`src/rtl/io_word_packer_pkg.sv`:
```
// Shared constants and helpers for the IO word packer.
//   IO_W_DEFAULT : beat width of the IO-pad data path
//   PATCH_W      : query patch word width
//   LEAF_W       : leaf / best-array word width
//   ceil_div     : integer ceiling division, used to derive the beat count
package io_word_packer_pkg;

  localparam int unsigned IO_W_DEFAULT = 11;
  localparam int unsigned PATCH_W      = 55;
  localparam int unsigned LEAF_W       = 64;

  function automatic int unsigned ceil_div(input int unsigned num, input int unsigned den);
    return (num + den - 1) / den;
  endfunction

endpackage

```
`src/rtl/beat_counter.sv`:
```
// Wrap-at-COUNT beat counter.
//   clk, rst_n : clock, asynchronous active-low reset
//   inc        : advance by one, wrapping to 0 after COUNT-1
//   clear      : synchronous return to 0, overrides inc
//   cnt        : current count
//   last       : cnt is at COUNT-1
module beat_counter #(
  parameter int unsigned  COUNT = 5,
  localparam int unsigned CW    = $clog2(COUNT + 1)
) (
  input  logic          clk,
  input  logic          rst_n,
  input  logic          inc,
  input  logic          clear,
  output logic [CW-1:0] cnt,
  output logic          last
);

  localparam logic [CW-1:0] LastVal = CW'(COUNT - 1);

  logic [CW-1:0] cnt_d, cnt_q;

  assign cnt  = cnt_q;
  assign last = (cnt_q == LastVal);

  always_comb begin
    cnt_d = cnt_q;
    if (clear) begin
      cnt_d = '0;
    end else if (inc) begin
      cnt_d = last ? '0 : cnt_q + CW'(1);
    end
  end

  always_ff @(posedge clk or negedge rst_n) begin
    if (!rst_n) begin
      cnt_q <= '0;
    end else begin
      cnt_q <= cnt_d;
    end
  end

endmodule

```
`src/rtl/io_word_packer.sv`:
```
// Width converter between narrow IO beats and wide internal words.
// Two independent paths sharing only clock, reset and flush:
//   pack   : in_valid/in_ready/in_data beats -> word_valid/word_ready/word_data
//   unpack : wr_valid/wr_ready/wr_data words -> out_valid/out_ready/out_data beats
//   flush  : synchronous abort of both paths (priority over all handshakes)
//   pack_cnt : beats accepted so far for the word being assembled
// Chunk c is word bits [c*IO_W +: IO_W], clipped at WORD_W. Beat k carries chunk k,
// or chunk BEATS-1-k when MSB_FIRST is set.
module io_word_packer
  import io_word_packer_pkg::*;
#(
  parameter int unsigned  IO_W      = IO_W_DEFAULT,
  parameter int unsigned  WORD_W    = PATCH_W,
  parameter bit           MSB_FIRST = 1'b0,
  localparam int unsigned BEATS     = ceil_div(WORD_W, IO_W),
  localparam int unsigned CNT_W     = $clog2(BEATS + 1)
) (
  input  logic              clk,
  input  logic              rst_n,
  input  logic              flush,
  // pack side
  input  logic              in_valid,
  output logic              in_ready,
  input  logic [IO_W-1:0]   in_data,
  output logic              word_valid,
  input  logic              word_ready,
  output logic [WORD_W-1:0] word_data,
  // unpack side
  input  logic              wr_valid,
  output logic              wr_ready,
  input  logic [WORD_W-1:0] wr_data,
  output logic              out_valid,
  input  logic              out_ready,
  output logic [IO_W-1:0]   out_data,
  output logic [CNT_W-1:0]  pack_cnt
);

  localparam logic [CNT_W-1:0] LastIdx = CNT_W'(BEATS - 1);

  // ---------------------------------------------------------------------------
  // Pack path
  // ---------------------------------------------------------------------------
  logic              in_hs;
  logic              pack_last;
  logic [CNT_W-1:0]  pack_chunk;
  logic [WORD_W-1:0] pack_d, pack_q;
  logic              word_valid_d, word_valid_q;

  // A held word blocks new beats unless it leaves this cycle.
  assign in_ready   = !flush && (!word_valid_q || word_ready);
  assign in_hs      = in_valid && in_ready;
  assign pack_chunk = MSB_FIRST ? (LastIdx - pack_cnt) : pack_cnt;
  assign word_valid = word_valid_q;
  assign word_data  = pack_q;

  beat_counter #(
    .COUNT (BEATS)
  ) u_pack_cnt (
    .clk   (clk),
    .rst_n (rst_n),
    .inc   (in_hs),
    .clear (flush),
    .cnt   (pack_cnt),
    .last  (pack_last)
  );

  // The assembly register doubles as the output word; it is only written while
  // no word is held or the held word is being handed off this cycle.
  always_comb begin
    pack_d = pack_q;
    if (in_hs) begin
      for (int b = 0; b < WORD_W; b++) begin
        if (pack_chunk == CNT_W'(b / IO_W)) begin
          pack_d[b] = in_data[b % IO_W];
        end
      end
    end
  end

  always_comb begin
    word_valid_d = word_valid_q;
    if (flush) begin
      word_valid_d = 1'b0;
    end else if (in_hs && pack_last) begin
      word_valid_d = 1'b1;
    end else if (word_ready) begin
      word_valid_d = 1'b0;
    end
  end

  // ---------------------------------------------------------------------------
  // Unpack path
  // ---------------------------------------------------------------------------
  logic              wr_hs;
  logic              out_hs;
  logic              unpack_last;
  logic [CNT_W-1:0]  unpack_idx;
  logic [CNT_W-1:0]  out_chunk;
  logic [WORD_W-1:0] unpack_q;
  logic              out_valid_d, out_valid_q;

  // A new word may land while the last beat of the current one is leaving.
  assign wr_ready  = !flush && (!out_valid_q || (out_ready && unpack_last));
  assign wr_hs     = wr_valid && wr_ready;
  assign out_hs    = out_valid_q && out_ready;
  assign out_chunk = MSB_FIRST ? (LastIdx - unpack_idx) : unpack_idx;
  assign out_valid = out_valid_q;

  beat_counter #(
    .COUNT (BEATS)
  ) u_unpack_cnt (
    .clk   (clk),
    .rst_n (rst_n),
    .inc   (out_hs),
    .clear (flush || wr_hs),
    .cnt   (unpack_idx),
    .last  (unpack_last)
  );

  // Bits of the top chunk above WORD_W stay at the zero default.
  always_comb begin
    out_data = '0;
    for (int b = 0; b < WORD_W; b++) begin
      if (out_chunk == CNT_W'(b / IO_W)) begin
        out_data[b % IO_W] = unpack_q[b];
      end
    end
  end

  always_comb begin
    out_valid_d = out_valid_q;
    if (flush) begin
      out_valid_d = 1'b0;
    end else if (wr_hs) begin
      out_valid_d = 1'b1;
    end else if (out_hs && unpack_last) begin
      out_valid_d = 1'b0;
    end
  end

  // ---------------------------------------------------------------------------
  // State
  // ---------------------------------------------------------------------------
  always_ff @(posedge clk or negedge rst_n) begin
    if (!rst_n) begin
      pack_q       <= '0;
      word_valid_q <= 1'b0;
      unpack_q     <= '0;
      out_valid_q  <= 1'b0;
    end else begin
      pack_q       <= pack_d;
      word_valid_q <= word_valid_d;
      out_valid_q  <= out_valid_d;
      if (wr_hs) begin
        unpack_q <= wr_data;
      end
    end
  end

endmodule

```
`config.mk`:
```
export PLATFORM = sky130hd
export DESIGN_NAME = io_word_packer
export DESIGN_NICKNAME = d
export VERILOG_FILES = /design/src/rtl/io_word_packer_pkg.sv /design/src/rtl/beat_counter.sv /design/src/rtl/io_word_packer.sv
export SDC_FILE = /design/constraint.sdc
export NUM_CORES = 1
export LEC_CHECK = 0
export BUFFER_PORTS_ARGS = -buffer_cell sky130_fd_sc_hd__buf_4
export CORE_MARGIN = 1.5
export CORE_UTILIZATION = 30
export CTS_BUF_LIST = sky130_fd_sc_hd__clkbuf_8 sky130_fd_sc_hd__clkbuf_16
export DETAILED_ROUTE_END_ITERATION = 7
export PLACE_DENSITY = 0.52
export SYNTH_ARGS = -nofsm -noshare
export SYNTH_HDL_FRONTEND = slang
export SYNTH_SLANG_ARGS = --single-unit
export TNS_END_PERCENT = 30
```
`constraint.sdc`:
```
create_clock -name clk -period 2.85 [get_ports clk]
set_input_delay 0.1425 -clock clk [delete_from_list [all_inputs] [get_ports clk]]
set_output_delay 0.1425 -clock clk [all_outputs]
set_load 0.01 [all_outputs]
```
==> PnR_summary.wiki, run 1 <==
{| class="wikitable"
! Metric !! Value
|-
| VDD IR max || 568.0 µV
|-
| Shortest clock period the worst path allows after layout || 2.666 ns
|-
| Drc violations || 0
|-
| Clock Tree Root || clkbuf_16
|-
| Synthesized instance count || 359
|-
| Syn Nets || 442
|-
| Setup repair bufs after CTS || 0
|-
| Worst Hold Launch || in_data[5]
|-
| Critical Path Start Type || register
|-
| CTS resizes || 0
|-
| Worst-path cell chain || inv_1 -> ha_1 -> nor2b_1 -> buf_4 -> a221oi_1 -> o311ai_0 -> buf_4
|-
| Worst Path Class, Setup || reg2out
|-
| Number of nets at the end of the flow || 663
|-
| Final slew viol count || 0
|-
| Antenna violations before repair || 2
|-
| Final weighted congestion of routability-driven global placement || 0.7930
|-
| Total congestion overflow after global routing || 0
|-
| Startpoint of the worst register-to-register path || u_unpack_cnt.cnt[0]
|-
| Overall die area || 0.01838 mm²
|-
| Ratio of cells with drive above 1 in the final layout || 0.4983
|-
| Final wirelength || 13720 µm
|-
| Routed WL per cell || 16.75 µm
|-
| Power density relative to cell area || 750.1 mW/mm²
|-
| Vias post-DR || 3756
|-
| Sequential cell area || 0.002953 mm²
|-
| Total of buffers placed on input and output ports || 145
|-
| Synthesis-stage register bit count || 118
|-
| Post-Route Hold Slack || 0.01952 ns
|-
| Cts bufs inserted || 17
|-
| Critical Path Most Common Cell || buf_4
|-
| Die width || 135.6 µm
|-
| Maximum net fanout on the critical path || 12
|-
| Proportion of netlist area held by the largest area contributor || 0.5602
|-
| Sequential area share after synthesis || 0.5602
|-
| Post-route design area || 0.007866 mm²
|-
| Slew at the pin with the worst max-slew slack || 0.8960 ns
|-
| Count of fill cells added during filler insertion || 1558
|-
| Start point of the critical path || u_unpack_cnt.cnt[1]
|-
| CTS tree || done
|-
| Post-synthesis instance area || 0.005271 mm²
|-
| Data required time of the critical path || 2.71 ns
|-
| HPWL Detailed || 9428 µm
|-
| Hold buffer count at CTS || 69
|-
| Total leakage power || 3.651 nW
|-
| Final Setup Violations || 0
|-
| Std-Cell Core Area || 0.01724 mm²
|-
| Iteration-0 DRC count of the detailed router || 102
|-
| Total of max-cap violations || 0
|-
| Standard-cell rows || 48
|-
| Pin count of the biggest net entering global routing || 69
|-
| Fraction of the cycle the final worst path needs || 0.9353
|-
| Multi-input gate area in the final layout || 0.002162 mm²
|-
| Number of top-level pins || 146
|-
| Cell area reported after detailed placement || 0.006580 mm²
|-
| Skew-Pair Late Insertion Delay || 0.40 ns
|-
| Fmax || 0.3752 GHz
|-
| Sum Neg Setup Slack || 0 ns
|-
| Clock transition at the registers of the reported paths || 0.05 ns
|-
| Height of the chip || 135.6 µm
|-
| Largest buffer count on any clock path || 2
|-
| Type of destination of the critical path || output pin
|-
| Yosys Warn Count || 0
|-
| Post-synthesis to final-layout area growth || 49.23%
|-
| Number of iterations in the first detailed-routing pass || 5
|-
| Run status || complete, no violations
|-
| Final hold violations || 0
|-
| Cell type of the slowest stage on the worst timing path || a221oi_1
|-
| Avg Cell Area, Syn || 14.68 µm²
|-
| Worst slew margin relative to its limit || 0.4027
|-
| Cell taking the most area after synthesis || dfrtp_1
|-
| GRT Total Usage || 0.1581
|-
| Global-route wire length before repair || 22180 µm
|-
| Vias in the first global route || 4134
|-
| Class of the tightest hold or removal check || in2reg
|-
| Count of distinct cell types in the synthesized netlist || 27
|-
| Worst Skew || 0.009000 ns
|-
| Initial Utilization || 0.3058
|-
| ANT nets after route || 0
|-
| RSZ-0062 raised after global routing || false
|-
| CP peak stage delay || 0.46 ns
|-
| Data arrival time of the critical path || 2.52 ns
|-
| Sink Count || 118
|-
| Number of vias per cell after detailed routing || 4.586
|-
| Top area cells in the synthesized netlist || dfrtp_1 (56%), mux2_4 (14%), mux2_2 (13%)
|-
| H-Tree Level Count || 4
|}
metrics by stage:
step / worst slack, ns / total power, mW / cells / util
floorplan: 0.9217 / 2.987 / 359 / -
global placement: 0.6342 / 3.712 / 717 / 0.3818
detailed placement: 0.5818 / 3.738 / 717 / 0.3818
CTS: 0.1571 / 5.979 / 817 / 0.4561
global route: 0.01353 / 6.219 / 819 / 0.4564
finish: 0.1844 / 5.901 / 819 / 0.4564
sequential cells by signal, indices dropped and copies added, names as in the netlist:
signal / cells
word_valid: 1
out_valid: 1
u_unpack_cnt.cnt: 3
unpack_q: 55
word_data: 55
u_pack_cnt.cnt: 3
cell usage in the layout (no fill, tap or decap), types with 5 or more instances in the layout:
cell           instances
o311ai_0              11
buf_4                152
dfrtp_1              118
nor2b_1               14
nand4_1                5
mux2_4                50
nand3_1               13
nand2_1               18
a221oi_1              14
inv_1                  9
clkbuf_16             17
mux2_2                60
dlygate4sd3_1         69
ha_1                  10
path summary, 6_finish.rpt:
check                                       to  slack [ns]  cells after the start
max                                out_data[9]        0.18                      7
min                              word_data[49]        0.02                      2
max reg2reg                u_unpack_cnt.cnt[2]        0.46                      6
min reg2reg                        unpack_q[3]        0.51                      1
max in group asynchronous        word_data[19]        1.64                      3
min in group asynchronous    u_pack_cnt.cnt[2]        0.42                      2
worst max-delay path, delay by kind of cell (launching register included):
kind	cells	cell delay (ns)
and+or+nand+nor	1	0.10
adders and majority gates	1	0.45
buffers and inverters	3	0.47
AOI/OAI and AO/OA	2	0.69
DFF	1	0.41
layer usage:
| metal | GRT usage | routed length [µm] |
|---|---|---|
| met1 | 0.1949 | 6151 |
| met2 | 0.2527 | 6262 |
| met3 | 0.06734 | 1182 |
| met4 | 0.04480 | 121 |
| met5 | 0 | 0 |
cell usage after synthesis:
cell / count
buf_8: 5
a21oi_4: 1
o32ai_1: 1
or2_2: 1
ha_1: 10
nand2b_1: 3
nor2_1: 3
nand2_1: 18
nand4_1: 5
a221oi_1: 14
dfrtp_1: 118
a21oi_1: 2
nor3_1: 1
inv_1: 6
and2_1: 1
buf_2: 6
o21bai_1: 2
a211oi_1: 1
nand3_2: 1
nand3_1: 13
mux2_4: 50
mux2_2: 60
or3_1: 2
o31ai_1: 1
nor2b_1: 14
clkbuf_1: 9
o311ai_0: 11
layout make-up:
type,instances,area share
Antenna cell,2,0.0006362
Clock buffer,19,0.05758
Clock inverter,12,0.01750
Inverter,6,0.002863
Multi-Input combinational cell,215,0.2749
Sequential cell,118,0.3754
Tap cell,225,0.03579
Timing Repair Buffer,222,0.2354
power breakdown:
group	internal, mW	switching (mW)
Clock	1.40	0.722
Combinational	0.905	0.558
Sequential	2.08	0.232
Total	4.39	1.51
kinds of logic after synthesis:
kind of cell             after synthesis  synth area share
flip-flops                           118            0.5602
multiplexers                         110            0.2706
AND/OR/NAND/NOR                       62           0.06100
AO/OA/AOI/OAI                         33           0.05388
buffers and inverters                 26           0.03062
adder cells (fa/ha/maj)               10           0.02374
No activity file was read; power rests on OpenSTA's default activity.
==> run 2: changes to the inputs <==
==> constraint.sdc (replaced) <==
create_clock -name clk -period 2.85 [get_ports clk]
set_input_delay 0.57 -clock clk [delete_from_list [all_inputs] [get_ports clk]]
set_output_delay 0.57 -clock clk [all_outputs]
set_load 0.01 [all_outputs]
==> run 2 against run 1 <==
  * Sequential power is essentially flat
  * Final cell count decreased by 8.1%
  * Global-route usage down 0.42 points
  * Power fell by 5.6%
  * Flip-flop and latch count unchanged
  * Design area down 9.3%
  * First-iteration DRC count up 4.9%
  * Critical endpoint is now out_data[1]
  * Largest cell class unchanged
==> PnR_summary.wiki, run 2 (same netlist as run 1, synthesis figures left out) <==
{| class="wikitable"
! Metric !! Value
|-
| Run status || complete, no violations
|-
| Final hold violations || 0
|-
| Combinational Power Share || 0.246
|-
| Drc violations || 0
|-
| Power density relative to cell area || 781.0 mW/mm²
|-
| VDD IR max || 498.2 µV
|-
| Total congestion overflow after global routing || 0
|-
| Number of top-level pins || 146
|-
| RSZ-0062 raised after global routing || true
|-
| Initial Utilization || 0.3058
|-
| # diodes || 0
|-
| Sequential cell area || 0.002953 mm²
|-
| Number of vias per cell after detailed routing || 4.736
|-
| Overall die area || 0.01838 mm²
|-
| Sw Ratio || 0.2705
|-
| Reg power frac || 0.418
|-
| Vias post-DR || 3566
|-
| Start point of the critical path || u_unpack_cnt.cnt[0]
|-
| Net switching power figure || 1.507 mW
|-
| Ratio of cells with drive above 1 in the final layout || 0.5682
|-
| Multi-input gate area in the final layout || 0.002165 mm²
|-
| Sink Count || 118
|-
| Standard-cell rows || 48
|-
| Worst Skew || 0.006728 ns
|-
| Clock transition at the registers of the reported paths || 0.05 ns
|-
| Worst slew margin relative to its limit || 0.6598
|-
| HPWL Detailed || 9652 µm
|-
| Startpoint of the worst register-to-register path || u_unpack_cnt.cnt[0]
|-
| Antenna violations before repair || 0
|-
| Shortest clock period the worst path allows after layout || 2.749 ns
|-
| Clock Tree Root || clkbuf_16
|-
| Number of cells on the worst reg-to-reg path || 6
|-
| End of the worst register-to-register path || unpack_q[4]
|-
| Data arrival time of the critical path || 2.18 ns
|-
| Maximum net fanout on the critical path || 11
|-
| Worst Path Class, Setup || reg2out
|-
| Final wirelength || 13350 µm
|-
| Global-route wire length before repair || 21510 µm
|-
| ANT nets after route || 0
|-
| Fraction of the cycle the final worst path needs || 0.9647
|-
| Number of nets at the end of the flow || 598
|-
| Die width || 135.6 µm
|-
| H-Tree Level Count || 4
|-
| Final slew viol count || 0
|-
| Std-Cell Core Area || 0.01724 mm²
|-
| Data required time of the critical path || 2.28 ns
|-
| Internal portion of total power || 4.064 mW
|-
| Total of buffers placed on input and output ports || 145
|-
| Commonest non-fill, non-tap cells in the layout || buf_4 (156), dfrtp_1 (118), mux2_2 (60)
|-
| Critical Path Start Type || register
|-
| Most common cell after layout, fill and taps aside || buf_4
|-
| Endpoint of the most critical setup path || out_data[1]
|-
| Height of the chip || 135.6 µm
|-
| Total leakage power || 3.356 nW
|-
| Routed WL per cell || 17.73 µm
|-
| Largest buffer count on any clock path || 2
|-
| Post-synthesis to final-layout area growth || 35.34%
|-
| Final cell utilization of the core || 0.4139
|-
| Number of iterations in the first detailed-routing pass || 4
|-
| Slew at the pin with the worst max-slew slack || 0.5103 ns
|-
| Worst setup slack after layout || 0.1007 ns
|-
| Hold buffer count at CTS || 0
|-
| Cts bufs inserted || 17
|-
| Fmax || 0.3637 GHz
|-
| Setup slack, reg-to-reg || 0.82 ns
|-
| Type of destination of the critical path || output pin
|-
| Count of fill cells added during filler insertion || 1620
|-
| Setup repair bufs after CTS || 0
|-
| Pin count of the biggest net entering global routing || 56
|-
| Clock power share || 0.336
|-
| GRT Total Usage || 0.1540
|-
| Total of max-cap violations || 0
|-
| Pre-CTS worst setup slack || 0.4298 ns
|-
| Final Setup Violations || 0
|-
| Class of the tightest hold or removal check || in2async
|-
| CTS tree || done
|-
| Iteration-0 DRC count of the detailed router || 107
|-
| Skew-Pair Late Insertion Delay || 0.41 ns
|-
| Vias in the first global route || 3892
|-
| Final weighted congestion of routability-driven global placement || 0.7850
|}
## run 2: cell types whose count changed in the layout (fill, tap and decap cells not counted)
cell           before  now
buf_4             152  156
bufinv_16           3    0
clkinv_2            4    6
clkinvlp_4          1    2
diode_2             2    0
dlygate4sd3_1      69    0
ha_1               10    9
ha_2                0    1
inv_1               9   10
o311ai_0           11    1
o311ai_1            0   10
## run 2: power groups by stage
stage               sequential [mW]  combinational, mW  clock [mW]
floorplan                      2.41              0.575           0
global placement               2.35               1.37           0
CTS                            2.34               1.39        1.92
global route                   2.38               1.49        2.00
detailed placement             2.35               1.38           0
finish                         2.33               1.37        1.87
## run 2: layout make-up
class / instances / area share
Clock inverter: 13 / 0.009646
Sequential cell: 118 / 0.4139
Inverter: 6 / 0.003157
Multi-Input combinational cell: 215 / 0.3034
Clock buffer: 19 / 0.06349
Timing Repair Buffer: 157 / 0.1670
Tap cell: 225 / 0.03946
## run 2: critical path: stages (launching register included)
cell and delay [ns]:
dfrtp_1 0.41, ha_1 0.22, ha_1 0.19, or2_2 0.39
o311ai_1 0.38, buf_4 0.19
## run 2: stage by stage
| step | hold WS (ns) | TNS (ns) | instances | instance area (µm²) | power (mW) |
|---|---|---|---|---|---|
| after floorplan | 0.2744 | 0 | 359 | 5271 | 2.987 |
| after global placement | 0.4911 | 0 | 721 | 6610 | 3.719 |
| after detailed placement | 0.4920 | 0 | 721 | 6610 | 3.736 |
| after CTS | 0.1294 | 0 | 753 | 7134 | 5.643 |
| after global routing | 0.1556 | -0.04379 | 753 | 7134 | 5.868 |
| final | 0.1245 | 0 | 753 | 7134 | 5.572 |
## run 2: timing repair
item	in CTS	in global routing
pin swaps	0	3
endpoints found under the setup margin	4	11
resized for setup	3	8
## run 2: worst min-delay path by stage
stage	startpoint	end	slack, ns	depth (start not counted)
floorplan	rst_n	out_valid	0.27	0
global placement	word_data[17]	word_data[17]	0.49	1
detailed placement	unpack_q[45]	unpack_q[45]	0.49	1
CTS	rst_n	unpack_q[11]	0.13	1
global route	rst_n	unpack_q[0]	0.16	1
finish	rst_n	unpack_q[11]	0.12	1
## run 2: layer usage
layer	share of wire	wire length, µm	global-route usage	vias to the layer above
met5	0	0	0	-
met4	0.013	168	0.05376	0
met3	0.088	1177	0.06659	14
met2	0.45	5974	0.2256	126
met1	0.45	6027	0.2021	1796
li1	-	-	-	1630
==> run 3: changes to the inputs <==
CORE_UTILIZATION = 50   (was 30)
PLACE_DENSITY = default   (was 0.52)
PLACE_DENSITY_LB_ADDON = 0.15   (was default)
==> run 3 against run 2 <==
  * Flip-flop and latch count unchanged
  * First-iteration DRC count up 5.6%
  * Clock power rose by 5%
  * Setup slack improved by 0.015 ns
  * Final cell count is 12% lower
  * Critical path type unchanged
  * Critical endpoint is now out_data[7]
  * Highest routed layer unchanged
==> PnR_summary.wiki, run 3 (same netlist as run 1, synthesis figures left out) <==
{| class="wikitable"
! Metric !! Value
|-
| Pin count of the biggest net entering global routing || 57
|-
| Total of buffers placed on input and output ports || 145
|-
| Most common cell after layout, fill and taps aside || buf_4
|-
| Final wirelength || 12250 µm
|-
| Maximum net fanout on the critical path || 11
|-
| Worst Skew || 0.007606 ns
|-
| Die width || 105.7 µm
|-
| Routed length on met1 || 5134 µm
|-
| Skew-Pair Late Insertion Delay || 0.52 ns
|-
| Routed met2 length || 6002 µm
|-
| CP peak stage delay || 0.42 ns
|-
| Ratio of cells with drive above 1 in the final layout || 0.5825
|-
| Height of the chip || 105.7 µm
|-
| End of the worst register-to-register path || unpack_q[3]
|-
| Iteration-0 DRC count of the detailed router || 113
|-
| Number of vias per cell after detailed routing || 5.413
|-
| Sum Neg Setup Slack || 0 ns
|-
| Fraction of the cycle the final worst path needs || 0.9593
|-
| Shortest clock period the worst path allows after layout || 2.734 ns
|-
| Cell type of the slowest stage on the worst timing path || dfrtp_1
|-
| Type of destination of the critical path || output pin
|-
| Class of the tightest hold or removal check || in2reg
|-
| Final Setup Violations || 0
|-
| Final slew viol count || 0
|-
| Antenna violations before repair || 0
|-
| Clock transition at the registers of the reported paths || 0.06 ns
|-
| Clock power share || 0.347
|-
| Run status || complete, no violations
|-
| Initial Utilization || 0.5129
|-
| Number of instances in the placed design || 632
|-
| Reg power frac || 0.410
|-
| Sw Ratio || 0.2598
|-
| Worst Path Class, Setup || reg2out
|-
| Standard-cell rows || 37
|-
| Combinational Power Share || 0.243
|-
| Startpoint of the worst register-to-register path || u_unpack_cnt.cnt[0]
|-
| Data required time of the critical path || 2.28 ns
|-
| Met3 routed WL || 956 µm
|-
| Data arrival time of the critical path || 2.16 ns
|-
| Std-Cell Core Area || 0.01028 mm²
|-
| Internal portion of total power || 4.206 mW
|-
| HPWL Detailed || 8567 µm
|-
| ANT nets after route || 0
|-
| Net switching power figure || 1.476 mW
|-
| Power consumption || 5.682 mW
|-
| Number of nets at the end of the flow || 600
|-
| GRT Total Usage || 0.2269
|-
| Total leakage power || 3.370 nW
|-
| Number of standard cells in the layout, taps in and fillers out || 663
|-
| Endpoint of the most critical setup path || out_data[7]
|-
| Overall die area || 0.01117 mm²
|-
| Power density relative to cell area || 798.1 mW/mm²
|-
| VDD IR max || 641.9 µV
|-
| Number of cells on the worst reg-to-reg path || 6
|-
| Final weighted congestion of routability-driven global placement || 0.8077
|-
| CTS tree || done
|-
| Setup slack, reg-to-reg || 0.91 ns
|-
| Final cell utilization of the core || 0.6927
|-
| Largest buffer count on any clock path || 2
|-
| Worst-path cell chain || inv_1 -> ha_2 -> nor2b_1 -> buf_6 -> a221oi_1 -> o311ai_1 -> buf_4
|-
| Routed WL per cell || 18.48 µm
|-
| Vias in the first global route || 3665
|-
| H-Tree Level Count || 4
|-
| Total congestion overflow after global routing || 0
|-
| Top metal layer carrying routed signals || met4
|-
| Worst slew margin relative to its limit || 0.6670
|-
| Number of iterations in the first detailed-routing pass || 6
|-
| Commonest non-fill, non-tap cells in the layout || buf_4 (155), dfrtp_1 (118), mux2_2 (60)
|-
| Critical Path Start Type || register
|-
| Total of max-cap violations || 0
|-
| Slew at the pin with the worst max-slew slack || 0.4983 ns
|-
| Sink Count || 118
|-
| Clock Tree Root || clkbuf_8
|-
| Global-route wire length before repair || 19210 µm
|-
| Start point of the critical path || u_unpack_cnt.cnt[0]
|-
| Cts bufs inserted || 17
|-
| Final hold violations || 0
|-
| Drc violations || 0
|-
| Vias post-DR || 3589
|-
| Number of top-level pins || 146
|-
| # diodes || 0
|-
| Fmax || 0.3658 GHz
|-
| Post-synthesis to final-layout area growth || 35.06%
|}
## run 3: changes by cell type in the layout (fill, tap and decap cells not counted), sizes merged
cell | before | now
dlygate4sd3 | 0 | 1
clkinv | 7 | 3
bufinv | 0 | 2
inv | 10 | 7
buf | 157 | 158
clkinvlp | 2 | 4
## run 3: worst min-delay path by stage
stage	startpoint	endpoint	depth (start not counted)
floorplan	rst_n	out_valid	0
global placement	word_data[23]	word_data[23]	1
detailed placement	unpack_q[29]	unpack_q[29]	1
CTS	wr_data[5]	unpack_q[5]	2
global route	wr_data[5]	unpack_q[5]	2
finish	wr_data[5]	unpack_q[5]	2
## run 3: worst max-delay path: cells and delay by family, from the launching register on
kind / cells / cell delay, ns
adders and majority gates: 1 / 0.21
buffers and inverters: 3 / 0.45
and+or+nand+nor: 1 / 0.17
DFF: 1 / 0.42
AOI/OAI and AO/OA: 2 / 0.40
## run 3: layout make-up
type,instances,area (µm²)
Fill cell,743,3158
Tap cell,136,170.2
Multi-Input combinational cell,215,2198
Sequential cell,118,2953
Inverter,6,22.52
Timing Repair Buffer,159,1225
Clock buffer,19,441.7
Clock inverter,10,108.9
## run 3: power groups by stage
stage / clock, mW / sequential [mW] / combinational (mW)
floorplan: 0 / 2.41 / 0.575
detailed placement: 0 / 2.35 / 1.37
finish: 1.97 / 2.33 / 1.38
global route: 2.09 / 2.38 / 1.48
global placement: 0 / 2.33 / 1.34
CTS: 2.01 / 2.33 / 1.39
## run 3: timing repair
| item | CTS | global route |
|---|---|---|
| setup endpoints to repair | 11 | 11 |
| hold buffers | 1 | 0 |
| hold endpoints to repair | 8 | 0 |
| gates resized for setup | 13 | 7 |
| buffers inserted | 0 | 1 |
| pin swaps | 0 | 5 |
## run 3: layer usage
metal,track usage,vias to the layer above
li1,-,1620
met1,0.2914,1820
met2,0.3571,134
met3,0.07483,15
met4,0.08784,0
met5,0,-
## run 3: per-stage QoR
step,setup slack [ns],cell area (µm²),hold slack [ns]
final,0.1159,7119,0.2792
after global routing,-0.0006859,7119,0.2621
after detailed placement,0.4564,6511,0.4944
after CTS,0.02838,7084,0.2516
after global placement,0.5115,6511,0.4889
after floorplan,0.4942,5271,0.2744
